## config.mk

```make
export PLATFORM = sky130hd
export DESIGN_NAME = axis_frame_writer
export DESIGN_NICKNAME = d
export VERILOG_FILES = /design/src/rtl/axis_frame_writer_pkg.sv /design/src/rtl/axis_frame_writer_addr_gen.sv /design/src/rtl/axis_frame_writer.sv
export SDC_FILE = /design/constraint.sdc
export NUM_CORES = 1
export LEC_CHECK = 0
export BUFFER_PORTS_ARGS = -buffer_cell sky130_fd_sc_hd__buf_2
export CORE_UTILIZATION = 45
export CTS_BUF_LIST = sky130_fd_sc_hd__clkbuf_4 sky130_fd_sc_hd__clkbuf_8
export CTS_CLUSTER_DIAMETER = 60
export DETAILED_ROUTE_END_ITERATION = 12
export PLACE_DENSITY = 0.84
export SYNTH_ARGS = -nofsm -noshare
export SYNTH_HDL_FRONTEND = slang
export SYNTH_HIERARCHICAL = 1
export SYNTH_SLANG_ARGS = --single-unit
```

## constraint.sdc

```tcl
create_clock -name clk -period 2.48 [get_ports clk]
set_input_delay 0.124 -clock clk [delete_from_list [all_inputs] [get_ports clk]]
set_output_delay 0.124 -clock clk [all_outputs]
set_load 0.005 [all_outputs]
```

## src/rtl/axis_frame_writer_pkg.sv

```systemverilog
// Shared types and constants for the AXI-Stream ping-pong frame writer.
package axis_frame_pkg;

  // Capture FSM: FILL accepts beats, STALL holds off while both banks are full
  typedef enum logic [0:0] {
    FILL  = 1'b0,
    STALL = 1'b1
  } frame_state_e;

  localparam int FRAME_CNT_W = 16;

  // RAM address is {bank, ch, sample_addr}
  function automatic int frame_addr_w(input int log2_depth, input int log2_ch);
    return 1 + log2_ch + log2_depth;
  endfunction

endpackage

```

## src/rtl/axis_frame_writer_addr_gen.sv

```systemverilog
// Beat position counters and RAM address formation for axis_frame_writer.
// Define BIT_REVERSE_EN to store samples in bit-reversed order (FFT input);
// channel and bank fields are never reversed.
module frame_addr_gen
  import axis_frame_pkg::*;
#(
  parameter int LOG2_DEPTH = 6,
  parameter int LOG2_CH    = 0,
  parameter int ADDR_W     = frame_addr_w(LOG2_DEPTH, LOG2_CH)
) (
  input  logic              clk,
  input  logic              reset,
  input  logic              advance,
  input  logic              restart,
  input  logic              bank,
  output logic [ADDR_W-1:0] addr,
  output logic              final_beat
);

  localparam int CNT_W = LOG2_CH + LOG2_DEPTH;

  // ch_cnt occupies the low LOG2_CH bits and sample_cnt the high LOG2_DEPTH
  // bits, so a single increment carries from channel wrap into sample count.
  logic [CNT_W-1:0]      beat_cnt;
  logic [LOG2_DEPTH-1:0] sample_cnt;
  logic [LOG2_DEPTH-1:0] sample_addr;

  assign sample_cnt = beat_cnt[CNT_W-1:LOG2_CH];
  assign final_beat = &beat_cnt;

  // Advance on every accepted beat; a tlast beat restarts the frame
  always_ff @(posedge clk) begin
    if (reset || (advance && restart)) begin
      beat_cnt <= '0;
    end else if (advance) begin
      beat_cnt <= beat_cnt + 1'b1;
    end
  end

`ifdef BIT_REVERSE_EN
  // Mirror the sample index across LOG2_DEPTH bits
  always_comb begin
    sample_addr = '0;
    for (int unsigned i = 0; i < LOG2_DEPTH; i++) begin
      sample_addr[i] = sample_cnt[LOG2_DEPTH-1-i];
    end
  end
`else
  // Natural sample order
  always_comb begin
    sample_addr = sample_cnt;
  end
`endif

  if (LOG2_CH > 0) begin : g_ch
    assign addr = {bank, beat_cnt[LOG2_CH-1:0], sample_addr};
  end else begin : g_no_ch
    assign addr = {bank, sample_addr};
  end

endmodule

```

## src/rtl/axis_frame_writer.sv

```systemverilog
// AXI-Stream frame writer into a two-bank (ping-pong) block RAM with
// back-pressure, frame-complete signalling and tlast framing checks.
// Define BIT_REVERSE_EN for bit-reversed sample addressing within a bank.
module axis_frame_writer
  import axis_frame_pkg::*;
#(
  parameter int DATA_W     = 32,
  parameter int LOG2_DEPTH = 6,
  parameter int LOG2_CH    = 0,
  parameter int ADDR_W     = frame_addr_w(LOG2_DEPTH, LOG2_CH)
) (
  input  logic                   clk,
  input  logic                   reset,
  input  logic [DATA_W-1:0]      s_axis_tdata,
  input  logic                   s_axis_tvalid,
  output logic                   s_axis_tready,
  input  logic                   s_axis_tlast,
  output logic                   ram_we,
  output logic [ADDR_W-1:0]      ram_addr,
  output logic [DATA_W-1:0]      ram_din,
  output logic                   frame_done,
  output logic                   frame_bank,
  output logic                   frame_avail,
  input  logic                   frame_release,
  output logic [FRAME_CNT_W-1:0] frame_count,
  output logic                   err_tlast_early,
  output logic                   err_tlast_missing,
  input  logic                   err_clear
);

  frame_state_e      state, state_next;
  logic [1:0]        full, full_next;
  logic              wr_bank, rd_bank;
  logic              hs, final_beat, complete, abort, release_ok;
  logic              complete_d;
  logic [ADDR_W-1:0] beat_addr;

  assign s_axis_tready = (state == FILL);
  assign hs            = s_axis_tvalid && s_axis_tready;
  assign complete      = hs && final_beat;
  assign abort         = hs && s_axis_tlast && !final_beat;
  // Announcement lags bank fill by a cycle, so also require a bank really full
  assign release_ok    = frame_release && frame_avail && (|full);

  frame_addr_gen #(
    .LOG2_DEPTH (LOG2_DEPTH),
    .LOG2_CH    (LOG2_CH),
    .ADDR_W     (ADDR_W)
  ) u_addr_gen (
    .clk        (clk),
    .reset      (reset),
    .advance    (hs),
    .restart    (s_axis_tlast),
    .bank       (wr_bank),
    .addr       (beat_addr),
    .final_beat (final_beat)
  );

  // Next bank occupancy and FSM; a release in the completion cycle can free
  // the bank we are about to switch to, in which case we keep filling.
  always_comb begin
    full_next = full;
    if (complete) full_next[wr_bank] = 1'b1;
    if (release_ok) full_next[rd_bank] = 1'b0;
    state_next = state;
    case (state)
      FILL:    if (complete && full_next[~wr_bank]) state_next = STALL;
      STALL:   if (release_ok) state_next = FILL;
      default: state_next = FILL;
    endcase
  end

  // FSM, bank pointers and completed-frame counter
  always_ff @(posedge clk) begin
    if (reset) begin
      state       <= FILL;
      full        <= '0;
      wr_bank     <= 1'b0;
      rd_bank     <= 1'b0;
      frame_count <= '0;
    end else begin
      state <= state_next;
      full  <= full_next;
      if (complete) begin
        wr_bank     <= ~wr_bank;
        frame_count <= frame_count + 1'b1;
      end
      if (release_ok) rd_bank <= ~rd_bank;
    end
  end

  // RAM write port and frame announcement registers
  always_ff @(posedge clk) begin
    if (reset) begin
      ram_we      <= 1'b0;
      ram_addr    <= '0;
      ram_din     <= '0;
      complete_d  <= 1'b0;
      frame_done  <= 1'b0;
      frame_avail <= 1'b0;
      frame_bank  <= 1'b0;
    end else begin
      ram_we <= hs;
      if (hs) begin
        ram_addr <= beat_addr;
        ram_din  <= s_axis_tdata;
      end
      complete_d  <= complete;
      frame_done  <= complete_d;
      frame_avail <= |full;
      frame_bank  <= rd_bank;
    end
  end

  // Sticky framing errors; a new error wins over a simultaneous clear
  always_ff @(posedge clk) begin
    if (reset) begin
      err_tlast_early   <= 1'b0;
      err_tlast_missing <= 1'b0;
    end else begin
      err_tlast_early   <= (err_tlast_early && !err_clear) || abort;
      err_tlast_missing <= (err_tlast_missing && !err_clear) || (complete && !s_axis_tlast);
    end
  end

endmodule

```

## Word-level counts from Yosys, hierarchy flattened

Cells that the tools add are included.

| storage, ports and cells | value |
|---|---|
| bits of input ports | 38 |
| bits in registers | 73 |
| logic and storage cells | 59 |

| operators by class | value |
|---|---|
| bitwise operators | 6 |
| add/sub/neg operators | 2 |
| magnitude comparators | 5 |
| mux-type cells | 11 |
| reductions and logical operators | 20 |

Operator list:

| cell | count |
|---|---|
| 16-bit by 1-bit adder with 16-bit output, second input constant | 1 |
| 1-bit logical AND | 12 |
| 6-bit by 1-bit adder with 6-bit output, second input constant | 1 |
| 1-bit by 2-bit less-than comparator with 1-bit output, second input constant | 3 |
| 1-bit two-way mux | 6 |
| 6-bit AND reduction | 1 |
| 2-bit two-way mux | 2 |
| 1-bit zero test | 3 |
| 1-bit logical OR | 3 |
| 1-bit NOT | 3 |
| 2-bit AND | 1 |
| 1-bit demux with 1-bit select | 2 |
| 1-bit >= comparator, second input constant | 2 |
| 2-bit NOT | 1 |
| 2-bit bitwise OR | 1 |
| 1-bit case mux with 2 select lines | 1 |
| 2-bit OR reduction | 1 |

## Logic depth before layout (Yosys ltp)

Gate-level depths: netlist (run 1).

| depth | value |
|---|---|
| word-level depth | 13 |
| mapped depth | 8 |
| depth with buffers taken out | 7 |

## Cells and area by module

Netlist (run 1), hierarchy kept.

Modules (own cells, without submodules):

| module | area each (um^2) | times used | cells each | seq. area each (um^2) |
|---|---|---|---|---|
| axis_frame_writer | 2491.1 | 1 | 306 | 1341.3 |
| frame_addr_gen | 274.0 | 1 | 30 | 120.1 |

## Least setup slack after synthesis (run 1)

No wires, ideal clock.

| timing path | value |
|---|---|
| kind | reg-to-reg |
| start | reg u_addr_gen.beat_cnt[0] |
| end | reg frame_count[15] |
| data arrival time | 1877 ps |
| clock period less this slack | 1997 ps |
| setup slack | 483 ps |
| cell stages (with the launch flop) | 8 |
| required time | 2359 ps |
| path buffers | 0 |
| cell sequence | dfxtp_1 ha_1 nand2_1 nor2_1 nand4_1 or3_4 nor4_1 mux2_2 |

| on the way | value |
|---|---|
| longest elaborated chain between the ends | 2 |

Ends and longest elaborated chain:

| element | RTL line | source |
|---|---|---|
| start: declaration | axis_frame_writer_addr_gen.sv:24 | `logic [CNT_W-1:0] beat_cnt;` |
| start signal: assignment | axis_frame_writer_addr_gen.sv:36 | `beat_cnt <= beat_cnt + 1'b1;` |
| 6-bit AND reduction | axis_frame_writer_addr_gen.sv:29 | `assign final_beat = &beat_cnt;` |
| net final_beat | axis_frame_writer.sv:34 | `logic hs, final_beat, complete, abort, release_ok;` |
| 1-bit logical AND | axis_frame_writer.sv:40 | `assign complete = hs && final_beat;` |
| end signal: assignment | axis_frame_writer.sv:86 | `frame_count <= frame_count + 1'b1;` |
| end: declaration | axis_frame_writer.sv:25 | `output logic [FRAME_CNT_W-1:0] frame_count,` |

The timed path passes the listed nets, and every way through them passes these cells.
A chain may end at the register's enable or synchronous reset.

## Worst setup path after layout (run 1)

| timing path | value |
|---|---|
| start | reg u_addr_gen.beat_cnt[0] |
| end | reg frame_count[14] |

Same word-level chain as after synthesis.

==> impl_metrics.yaml, run 1 <==
yosys:
  yosysTopAreaCell: "dfxtp_1"
  yosysUniqueCellTypes: 36
  avgSynthCellArea_sq_um: 8.230
  synth_nets: 376
  synth_top_area_share_pct: 52.85
  async_flop_share_pct: 0
  syn-instance-count: 336
  ys.flop_type: "dfxtp_1"
  synth_edf_count: 0
  synth.yosys.seq_area_share_pct: 52.85
  synth_seq_cells: 73
  yosysWarnings: 6
  syn-cell-area_sq_mm: 0.002765
  synthTopCellsByArea: "dfxtp_1 53%, nand2_1 13%, a21oi_1 9.2%"
layout:
  multi_input_area_sq_mm: 0.001186
  layout_common_cells: "99 x buf_2, 93 x nand2_1, 73 x dfxtp_1"
  seq_area_sq_mm: 0.001461
  fill_cells: 559
  nets: 477
  drive_gt1_share_pct: 28.96
  antenna_cells: 0
  layout_commonest_cell: "buf_2"
  syn2layout_area_growth_pct: 28.82
worst_setup_path:
  worst-setup-path-type: "reg2reg"
  cp-end-kind: "register"
  cp_cell_sequence: "ha_1 > nand2_1 > nor2_1 > buf_4 > and4b_1 > nand2_1 > nor4_1 > mux2_2"
  slowest_delay_ns: 0.41
  cp_max_fo: 6
  r2r_cells: 8
  rr_endpoint: "frame_count[14]"
  crit_top_cell: "nand2_1"
  crit_path_start: "u_addr_gen/beat_cnt[0]"
  critical_path_required_ns: 2.70
  r2r_start: "u_addr_gen/beat_cnt[0]"
  reg2reg_slack_ns: 0.37
  cp-start-kind: "register"
  cp.arrival_ns: 2.33
  cp-endpoint: "frame_count[14]"
  cp_slowest_cell: "dfxtp_1"
power:
  leakagePower_nw: 1.599
  ir_worst_vdd_mv: 0.3772
  p_per_area_mw_per_mm2: 646.9
clock_network:
  htree_levels: 3
  cts_buffers: 9
  ctsLongestPathBuffers: 2
  insertion_delay_ns: 0.34
  clk_pin_slew_ns: 0.08
  postCtsSetupRepairBufs: 0
  root_buffer: "clkbuf_8"
  cts_tree: "yes"
  hold_buffers: 2
  cts_resized: 0
  clock_sinks: 73
sta:
  worst_pin_slew_ns: 0.4294
  final.min_clock_period_ns: 2.107
  relSlewSlack_pct: 71.37
  fin_ws_ns: 0.3731
  finClkSkew_ns: 0.01127
  setup_tns_ns: 0
  hold_violations: 0
  max_freq_mhz: 474.6
  min_period_over_period_pct: 84.95
  drv_slew: 0
  rsz0062_at_grt: "false"
  setup_violations: 0
floorplan:
  die-width_um: 80.39
  rows: 28
  start_util_pct: 46.70
  core_area_sq_mm: 0.005921
  dieArea_sq_mm: 0.006463
  io_pins: 100
  dieHeight_um: 80.39
drt:
  drtAntennaViolNets: 0
  drcViolationCount: 0
  viasPerCell: 4.903
  firstDrtPassIters: 4
  drt_wl_total_mm: 5.942
  wl_per_cell_um: 11.49
  drt_iter0_drc: 72
  vias: 2535
global_route:
  grt-ovfl-total: 0
  grt_max_degree: 28
  antenna_found_initial: 0
  grt_first_pass_wirelength_mm: 9.556
  grt_pass1_vias: 2227
  grtUsageTotal_pct: 19.28
status:
  outcome: "finished, final reports clean"
place:
  dp.final_hpwl_mm: 4.200
  gp_congestion: 0.7576
  port_buffers: 99
  pre_cts_ws_ns: 0.3945
run:
  maxCapViolCount: 0
worst_hold_path:
  min_path_type: "in2reg"
==> sequential cells by signal (all words and copies together), names as in the netlist <==
name / cells
frame_bank: 1
err_tlast_missing: 1
ram_we: 1
frame_avail: 1
frame_done: 1
ram_din: 32
ram_addr: 7
wr_bank: 1
complete_d: 1
state: 1
u_addr_gen/beat_cnt: 6
full: 2
err_tlast_early: 1
frame_count: 16
rd_bank: 1
==> layer usage <==
metal	track usage [%]	routed length, um	up-vias
met5	0	0	-
met4	7.500	46	0
met3	7.500	450	7
met2	31.69	2762	77
met1	22.39	2684	1138
li1	-	-	1313
==> report_power, final <==
| group | switching, W | internal, W |
|---|---|---|
| logic | 0.0000865 | 0.0000734 |
| registers | 0.0000166 | 0.00120 |
| clock network | 0.000423 | 0.000500 |
==> cells in the mapped netlist, drive strengths merged, types with 2 or more instances <==
master,count
nand2b,2
a21oi,51
o31ai,2
or4,2
inv,8
buf,7
xnor2,5
o21ai,5
nand2,93
nor3,4
nor4,3
nand4,4
xor2,7
ha,2
nor2,24
clkbuf,13
mux2,3
dfxtp,73
nor2b,4
nand3,7
and3,2
or3,5
==> metrics by stage <==
step | instance area (sq um) | power, W | std cells | util, % | hold WS, ns
CTS | 3532 | 0.002323 | 514 | 59.66 | 0.001120
finish | 3562 | 0.002305 | 517 | 60.16 | 0.01612
global placement | 3312 | 0.001399 | 496 | 55.94 | 0.3637
floorplan | 2765 | 0.001329 | 336 | - | 0.2600
global route | 3562 | 0.002413 | 517 | 60.16 | 0.0006558
detailed placement | 3312 | 0.001405 | 496 | 55.94 | 0.3709
==> final cells by class <==
| class | count | area share, % |
|---|---|---|
| clock buffers | 11 | 4.074 |
| clock inverters | 5 | 1.545 |
| multi-input cells | 235 | 33.30 |
| flip-flops and latches | 73 | 41.03 |
| inverters | 8 | 0.8430 |
| well taps | 75 | 2.634 |
| repair buffers | 110 | 16.58 |
==> cell families after synthesis <==
group / Yosys count / share of synthesized area, %
buffers and inverters: 28 / 4.344
multiplexers: 4 / 1.584
AO/OA/AOI/OAI: 63 / 12.04
AND/OR/NAND/NOR: 154 / 24.48
flip-flops: 73 / 52.85
adder cells (fa/ha/maj): 2 / 0.9048
XOR/XNOR: 12 / 3.801
==> critical path: cells and delay by family, from the launching register on <==
kind | cells | cell delay (ns)
and+or+nand+nor | 5 | 0.85
DFF | 1 | 0.41
muxes | 1 | 0.36
adders and majority gates | 1 | 0.22
buffers and inverters | 1 | 0.16
==> worst min-delay path by stage <==
stage	endpoint	slack, ns	start	depth (start not counted)
finish	ram_din[13]	0.02	s_axis_tdata[13]	3
CTS	ram_din[30]	0.001	s_axis_tdata[30]	3
global route	ram_din[14]	0.0007	s_axis_tdata[14]	3
floorplan	ram_din[0]	0.26	s_axis_tdata[0]	2
global placement	ram_din[2]	0.36	s_axis_tdata[2]	3
detailed placement	ram_din[17]	0.37	s_axis_tdata[17]	3
No activity file was read; power rests on OpenSTA's default activity.
==> run 2, diff against run 1 <==
--- a/config.mk
+++ b/config.mk
@@ -5,12 +5,13 @@
 export SDC_FILE = /design/constraint.sdc
 export NUM_CORES = 1
 export LEC_CHECK = 0
+export ABC_AREA = 1
 export BUFFER_PORTS_ARGS = -buffer_cell sky130_fd_sc_hd__buf_2
 export CORE_UTILIZATION = 45
 export CTS_BUF_LIST = sky130_fd_sc_hd__clkbuf_4 sky130_fd_sc_hd__clkbuf_8
 export CTS_CLUSTER_DIAMETER = 60
 export DETAILED_ROUTE_END_ITERATION = 12
-export PLACE_DENSITY = 0.84
+export PLACE_DENSITY = 0.86
 export SYNTH_ARGS = -nofsm -noshare
 export SYNTH_HDL_FRONTEND = slang
 export SYNTH_HIERARCHICAL = 1
==> constraint.sdc (replaced) <==
create_clock -name clk -period 1.8 [get_ports clk]
set_input_delay 0.09 -clock clk [delete_from_list [all_inputs] [get_ports clk]]
set_output_delay 0.09 -clock clk [all_outputs]
set_load 0.005 [all_outputs]
==> run 2 against run 1 <==
  * Flip-flop and latch count stayed put
  * Clock skew is 0.0052 ns lower
  * Critical path depth stayed put
  * Sequential power is 40% higher
  * Total power is 49% higher
  * Non-clock buffer count is 7 higher
  * Sequential share of layout area is 3.1 points lower
  * Count of clock-buffer cells in the layout stayed put
  * Hold slack worse by 0.0012 ns
  * Final area is 8.3% higher
  * Largest cell class unchanged
  * Highest routed layer unchanged
==> impl_metrics.yaml, run 2 <==
layout:
  layout_common_cells: "107 x nor2_1, 99 x buf_2, 73 x dfxtp_1"
  top_register: "ram_din"
  syn2layout_area_growth_pct: 31.30
  nets: 530
  antenna_cells: 0
  drive_gt1_share_pct: 30.71
  largest_register_ffs: 32
  layout_commonest_cell: "nor2_1"
  largestRegisters: "ram_din (32), frame_count (16), ram_addr (7)"
  instances_no_fill: 572
power:
  internal-power_w: 0.002664
  leakagePower_nw: 1.838
  p_switching_w: 0.0007685
  power_w: 0.003433
  p_seq_share_pct: 49.7
  switching_share_pct: 22.39
  power_frac_clock_pct: 41.9
  ir_worst_vdd_mv: 0.5816
  p_per_area_mw_per_mm2: 889.9
  combinationalPowerShare_pct: 8.4
clock_network:
  root_buffer: "clkbuf_8"
  insertion_delay_ns: 0.33
  cts_buffers: 9
  htree_levels: 3
  ctsLongestPathBuffers: 2
  clock_sinks: 73
  clk_pin_slew_ns: 0.08
  cts_tree: "yes"
yosys:
  yosys-mux-area-fraction_pct: 0
  synth-simple-area-share_pct: 28.79
  synthTopCellsByArea: "dfxtp_1 50%, nor2_1 14%, o21ai_0 7.7%"
  synth_seq_cells: 73
  async_flop_share_pct: 0
  ys.flop_type: "dfxtp_1"
  synth_top_area_share_pct: 49.74
  synth_top_family_by_area: "simple AND/OR/NAND/NOR gates"
  synthXorXnorAreaFrac_pct: 0.8944
  syn-cell-area_sq_mm: 0.002938
  ys_top_cells_by_count: "108 x nor2_1, 73 x dfxtp_1, 45 x o21ai_0"
  syn-instance-count: 378
  synth_nets: 418
  synth.most_common_cell: "nor2_1"
  yosysUniqueCellTypes: 35
  synth_fa_ha_area_share_pct: 0.8518
  yosysTopAreaCell: "dfxtp_1"
  avgSynthCellArea_sq_um: 7.772
  synth_edf_count: 0
  synth.yosys.seq_area_share_pct: 49.74
  synth_compound_area_share_pct: 12.65
  yosysWarnings: 6
global_route:
  grtUsageTotal_pct: 20.08
  grt_first_pass_wirelength_mm: 11.41
  grt_max_degree: 40
  grt_pass1_vias: 2571
  antenna_found_initial: 0
  grt-ovfl-total: 0
place:
  gp_congestion: 0.8605
  port_buffers: 99
  dp.final_hpwl_mm: 4.656
  dp.cells: 546
worst_setup_path:
  critical_path_required_ns: 2.06
  worst-setup-path-type: "reg2reg"
  cp-start-kind: "register"
  cp-end-kind: "register"
  cp.arrival_ns: 1.93
  cp_max_fo: 5
sta:
  min_period_over_period_pct: 92.58
  setup_tns_ns: 0
  max_freq_mhz: 600.1
  worst_pin_slew_ns: 0.5097
  final.min_clock_period_ns: 1.667
  setup_violations: 0
  drv_slew: 0
  finClkSkew_ns: 0.006045
  hold_violations: 0
  relSlewSlack_pct: 65.98
drt:
  vias: 2774
  drt_iter0_drc: 122
  viasPerCell: 4.850
  wl_per_cell_um: 11.70
  drtAntennaViolNets: 0
  drt_wl_total_mm: 6.693
  drcViolationCount: 0
  firstDrtPassIters: 4
floorplan:
  core_area_sq_mm: 0.006314
  io_pins: 100
  rows: 29
  dieHeight_um: 82.80
  start_util_pct: 46.53
  dieArea_sq_mm: 0.006856
  die-width_um: 82.80
status:
  outcome: "finished, final reports clean"
worst_hold_path:
  min_path_type: "in2reg"
run:
  maxCapViolCount: 0
==> run 2: cell count changes in the layout (fill, tap and decap cells not counted), moves of 4 or more <==
cell and change:
or3_1 -4, a21oi_1 -36, xnor2_1 -5, nor2_1 +83, nor2b_1 -4, inv_1 +22, nor2_4 +6, xor2_1 -4
nor3_1 -4, nand2_1 -52, o21ai_0 +40
==> run 2: power by group through the flow <==
stage | clock network [W] | logic (W) | registers (W)
floorplan | 0 | 0.000130 | 0.00175
global placement | 0 | 0.000269 | 0.00174
detailed placement | 0 | 0.000274 | 0.00174
CTS | 0.00147 | 0.000286 | 0.00171
global route | 0.00156 | 0.000322 | 0.00171
finish | 0.00144 | 0.000287 | 0.00171
==> run 2: metal layers <==
layer  track usage (%)  part of all wire (%)  routed length, um  up-vias
met1             25.03                    47               3163     1253
met5                 0                     0                  0        -
met4             7.210                   1.1                 75        0
met3             5.666                   5.1                344        7
met2             33.16                    46               3110       84
li1                  -                     -                  -     1430
==> run 2: through the flow <==
stage	util (%)	instance area [sq um]	hold slack (ns)	setup WS, ns
final	61.10	3857	0.01493	0.1335
after global routing	61.10	3857	0.004388	-0.0003182
after CTS	60.42	3815	0.0002634	0.04182
after detailed placement	55.81	3523	0.3532	-0.04306
after global placement	55.81	3523	0.3395	0.09955
after floorplan	-	2938	0.1594	0.04680
==> run 2: area by class of cell <==
class | instances | area [sq um]
multi-input cells | 255 | 1279
repair buffers | 117 | 663.1
fillers | 575 | 2456
flip-flops and latches | 73 | 1461
clock inverters | 5 | 77.57
inverters | 34 | 128.9
clock buffers | 11 | 151.4
well taps | 77 | 96.34
==> run 2: worst max-delay path: stages, from the launching register on <==
cell and delay (ns):
dfxtp_1 0.35, ha_2 0.22, nand3_1 0.12, nor2_4 0.16, nand3_4 0.14, buf_4 0.18
nor2_1 0.16, nand3_1 0.10, a31oi_1 0.16
==> run 2: timing repair <==
item                                    4_1_cts  5_1_grt
hold buffers                                  6        2
endpoints found under the setup margin        4        6
endpoints found under the hold margin         6        2
cloned                                        0        0
pin swaps                                     0        1
gates resized for setup                       1        2
setup buffers                                 0        2
==> run 2: path summary, 6_finish.rpt <==
kind | start | endpoint | slack, ns | cells after the start
setup / recovery | u_addr_gen/beat_cnt[0] | state | 0.13 | 8
hold / removal | s_axis_tdata[29] | ram_din[29] | 0.01 | 3
setup reg to reg | u_addr_gen/beat_cnt[0] | state | 0.13 | 8
hold reg to reg | complete_d | frame_done | 0.42 | 2
==> run 2: cells by family (layout without fill, tap and decap cells) <==
kind of cell,Yosys count,count (layout)
flops,73,73
compound gates,68,68
buf+inv,50,167
xor+xnor,3,3
simple gates,182,182
fa+ha+maj,2,2
==> run 3, diff against run 2 <==
--- a/config.mk
+++ b/config.mk
@@ -5,7 +5,6 @@
 export SDC_FILE = /design/constraint.sdc
 export NUM_CORES = 1
 export LEC_CHECK = 0
-export ABC_AREA = 1
 export BUFFER_PORTS_ARGS = -buffer_cell sky130_fd_sc_hd__buf_2
 export CORE_UTILIZATION = 45
 export CTS_BUF_LIST = sky130_fd_sc_hd__clkbuf_4 sky130_fd_sc_hd__clkbuf_8
==> run 3 against run 2 <==
  * Register-to-register slack worse by 0.11 ns
  * Clock power is 22% lower
  * Critical endpoint is now frame_count[13]
  * Hold slack worse by 0.0055 ns
  * Critical path type unchanged
  * Non-clock buffer count is 32 higher
  * Final cell count is 2.8% lower
  * Final area is 2.4% higher
  * Critical path depth is 1 lower
  * Wire length is 5.5% higher
==> impl_metrics.yaml, run 3 (synthesized netlist as in run 1, its figures left out) <==
floorplan:
  dieArea_sq_mm: 0.006463
  die-width_um: 80.39
  core_area_sq_mm: 0.005921
  dieHeight_um: 80.39
  io_pins: 100
  rows: 28
  start_util_pct: 46.70
place:
  dp.cells: 508
  port_buffers: 99
  gp_congestion: 0.7935
  dp.final_hpwl_mm: 4.449
drt:
  drtAntennaViolNets: 0
  viasPerCell: 4.975
  drcViolationCount: 0
  drt_iter0_drc: 97
  wl_per_cell_um: 12.70
  vias: 2766
  drt_wl_total_mm: 7.059
  firstDrtPassIters: 4
global_route:
  grtUsageTotal_pct: 23.18
  grt_pass1_vias: 2656
  antenna_found_initial: 0
  grt_first_pass_wirelength_mm: 11.50
  grt-ovfl-total: 0
  grt_max_degree: 31
worst_setup_path:
  critical_path_required_ns: 2.06
  cp.arrival_ns: 2.04
  crit_buf_inv: 0
  cp_cell_sequence: "ha_4 > nand2_4 > nor2_4 > nand4_1 > or3_4 > or4_1 > a21oi_1"
  slowest_delay_ns: 0.41
  cp_top_family: "simple AND/OR/NAND/NOR gates"
  cp-end-kind: "register"
  cp-start-kind: "register"
  cp_slowest_cell: "or4_1"
  cp_max_fo: 5
  worst-setup-path-type: "reg2reg"
layout:
  top_register: "ram_din"
  drive_gt1_share_pct: 30.77
  nets: 516
  instances_no_fill: 556
  largest_register_ffs: 32
  layout_common_cells: "99 x buf_2, 92 x nand2_1, 71 x dfxtp_1"
  largestRegisters: "ram_din (32), frame_count (16), ram_addr (7)"
  antenna_cells: 0
  syn2layout_area_growth_pct: 42.90
  layout_commonest_cell: "buf_2"
sta:
  hold_violations: 0
  drv_slew: 0
  finClkSkew_ns: 0.008957
  worst_pin_slew_ns: 0.4810
  setup_violations: 0
  rsz0062_at_grt: "true"
  relSlewSlack_pct: 67.93
  final.min_clock_period_ns: 1.775
  max_freq_mhz: 563.4
  setup_tns_ns: 0
  min_period_over_period_pct: 98.61
worst_hold_path:
  min_path_type: "in2reg"
power:
  ir_worst_vdd_mv: 0.5378
  leakagePower_nw: 1.804
  p_per_area_mw_per_mm2: 780.9
  power_w: 0.003086
status:
  outcome: "finished, final reports clean"
clock_network:
  insertion_delay_ns: 0.33
  ctsLongestPathBuffers: 2
  root_buffer: "clkbuf_8"
  clock_sinks: 73
  cts_buffers: 9
  clk_pin_slew_ns: 0.07
  htree_levels: 3
  cts_tree: "yes"
run:
  maxCapViolCount: 0
[run 3: cell types whose count changed in the layout (fill, tap and decap cells not counted), moves of 5 or more]
cell           delta
o21ai_0          -40
dlygate4sd3_1    +23
nor2_1           -84
xnor2_1           +5
nor2_4            -5
buf_4            +10
nand2_1          +51
inv_1            -22
a21oi_1          +36
[run 3: per-stage QoR]
step                      setup WS, ns  hold slack (ns)  utilization, %  area [sq um]
after floorplan               -0.02196           0.2260               -          2791
after global placement         0.02702           0.3293           57.90          3428
after global routing          -0.05043          0.02011           66.74          3951
after detailed placement      -0.01754           0.3373           57.90          3428
final                          0.02510         0.009445           66.74          3951
after CTS                      0.01744         0.001636           66.38          3930
[run 3: final timing paths]
check	to	slack, ns	from	cells past startpoint
setup / recovery	frame_count[13]	0.03	u_addr_gen/beat_cnt[0]	7
hold / removal	ram_din[31]	0.009	s_axis_tdata[31]	3
setup reg to reg	frame_count[13]	0.03	u_addr_gen/beat_cnt[0]	7
hold reg to reg	ram_din[12]	0.45	ram_din[12]	2
[run 3: power breakdown]
part	leakage, nW	switching, W	internal, W
Combinational	1.12	0.000137	0.000145
Sequential	0.596	0.0000231	0.00166
Clock	0.0911	0.000561	0.000559
[run 3: cell type report]
| class | count | area [sq um] |
|---|---|---|
| Fill cell | 501 | 1969 |
| Sequential cell | 73 | 1466 |
| Multi-Input combinational cell | 235 | 1241 |
| Timing Repair Buffer | 149 | 948.4 |
| Clock buffer | 13 | 153.9 |
| Tap cell | 75 | 93.84 |
| Inverter | 8 | 30.03 |
| Clock inverter | 3 | 17.52 |
[run 3: what timing repair did]
item / 4_1_cts / 5_1_grt
hold buffers: 31 / 0
resized for setup: 4 / 3
endpoints found under the setup margin: 1 / 4
pin swaps: 0 / 2
setup buffers: 0 / 1
hold endpoints to repair: 31 / 0
[run 3: worst reg2reg max path, delay by kind of cell (launching register included)]
family,cells,cell delay [ns]
compound gates,1,0.13
fa+ha+maj,1,0.15
flops,1,0.36
simple gates,5,1.08
[run 3: metal layers]
layer,wire length [um],global-route usage (%)
met2,3647,41.78
met4,102,9.821
met1,2961,25.19
met5,0,0
met3,348,6.364
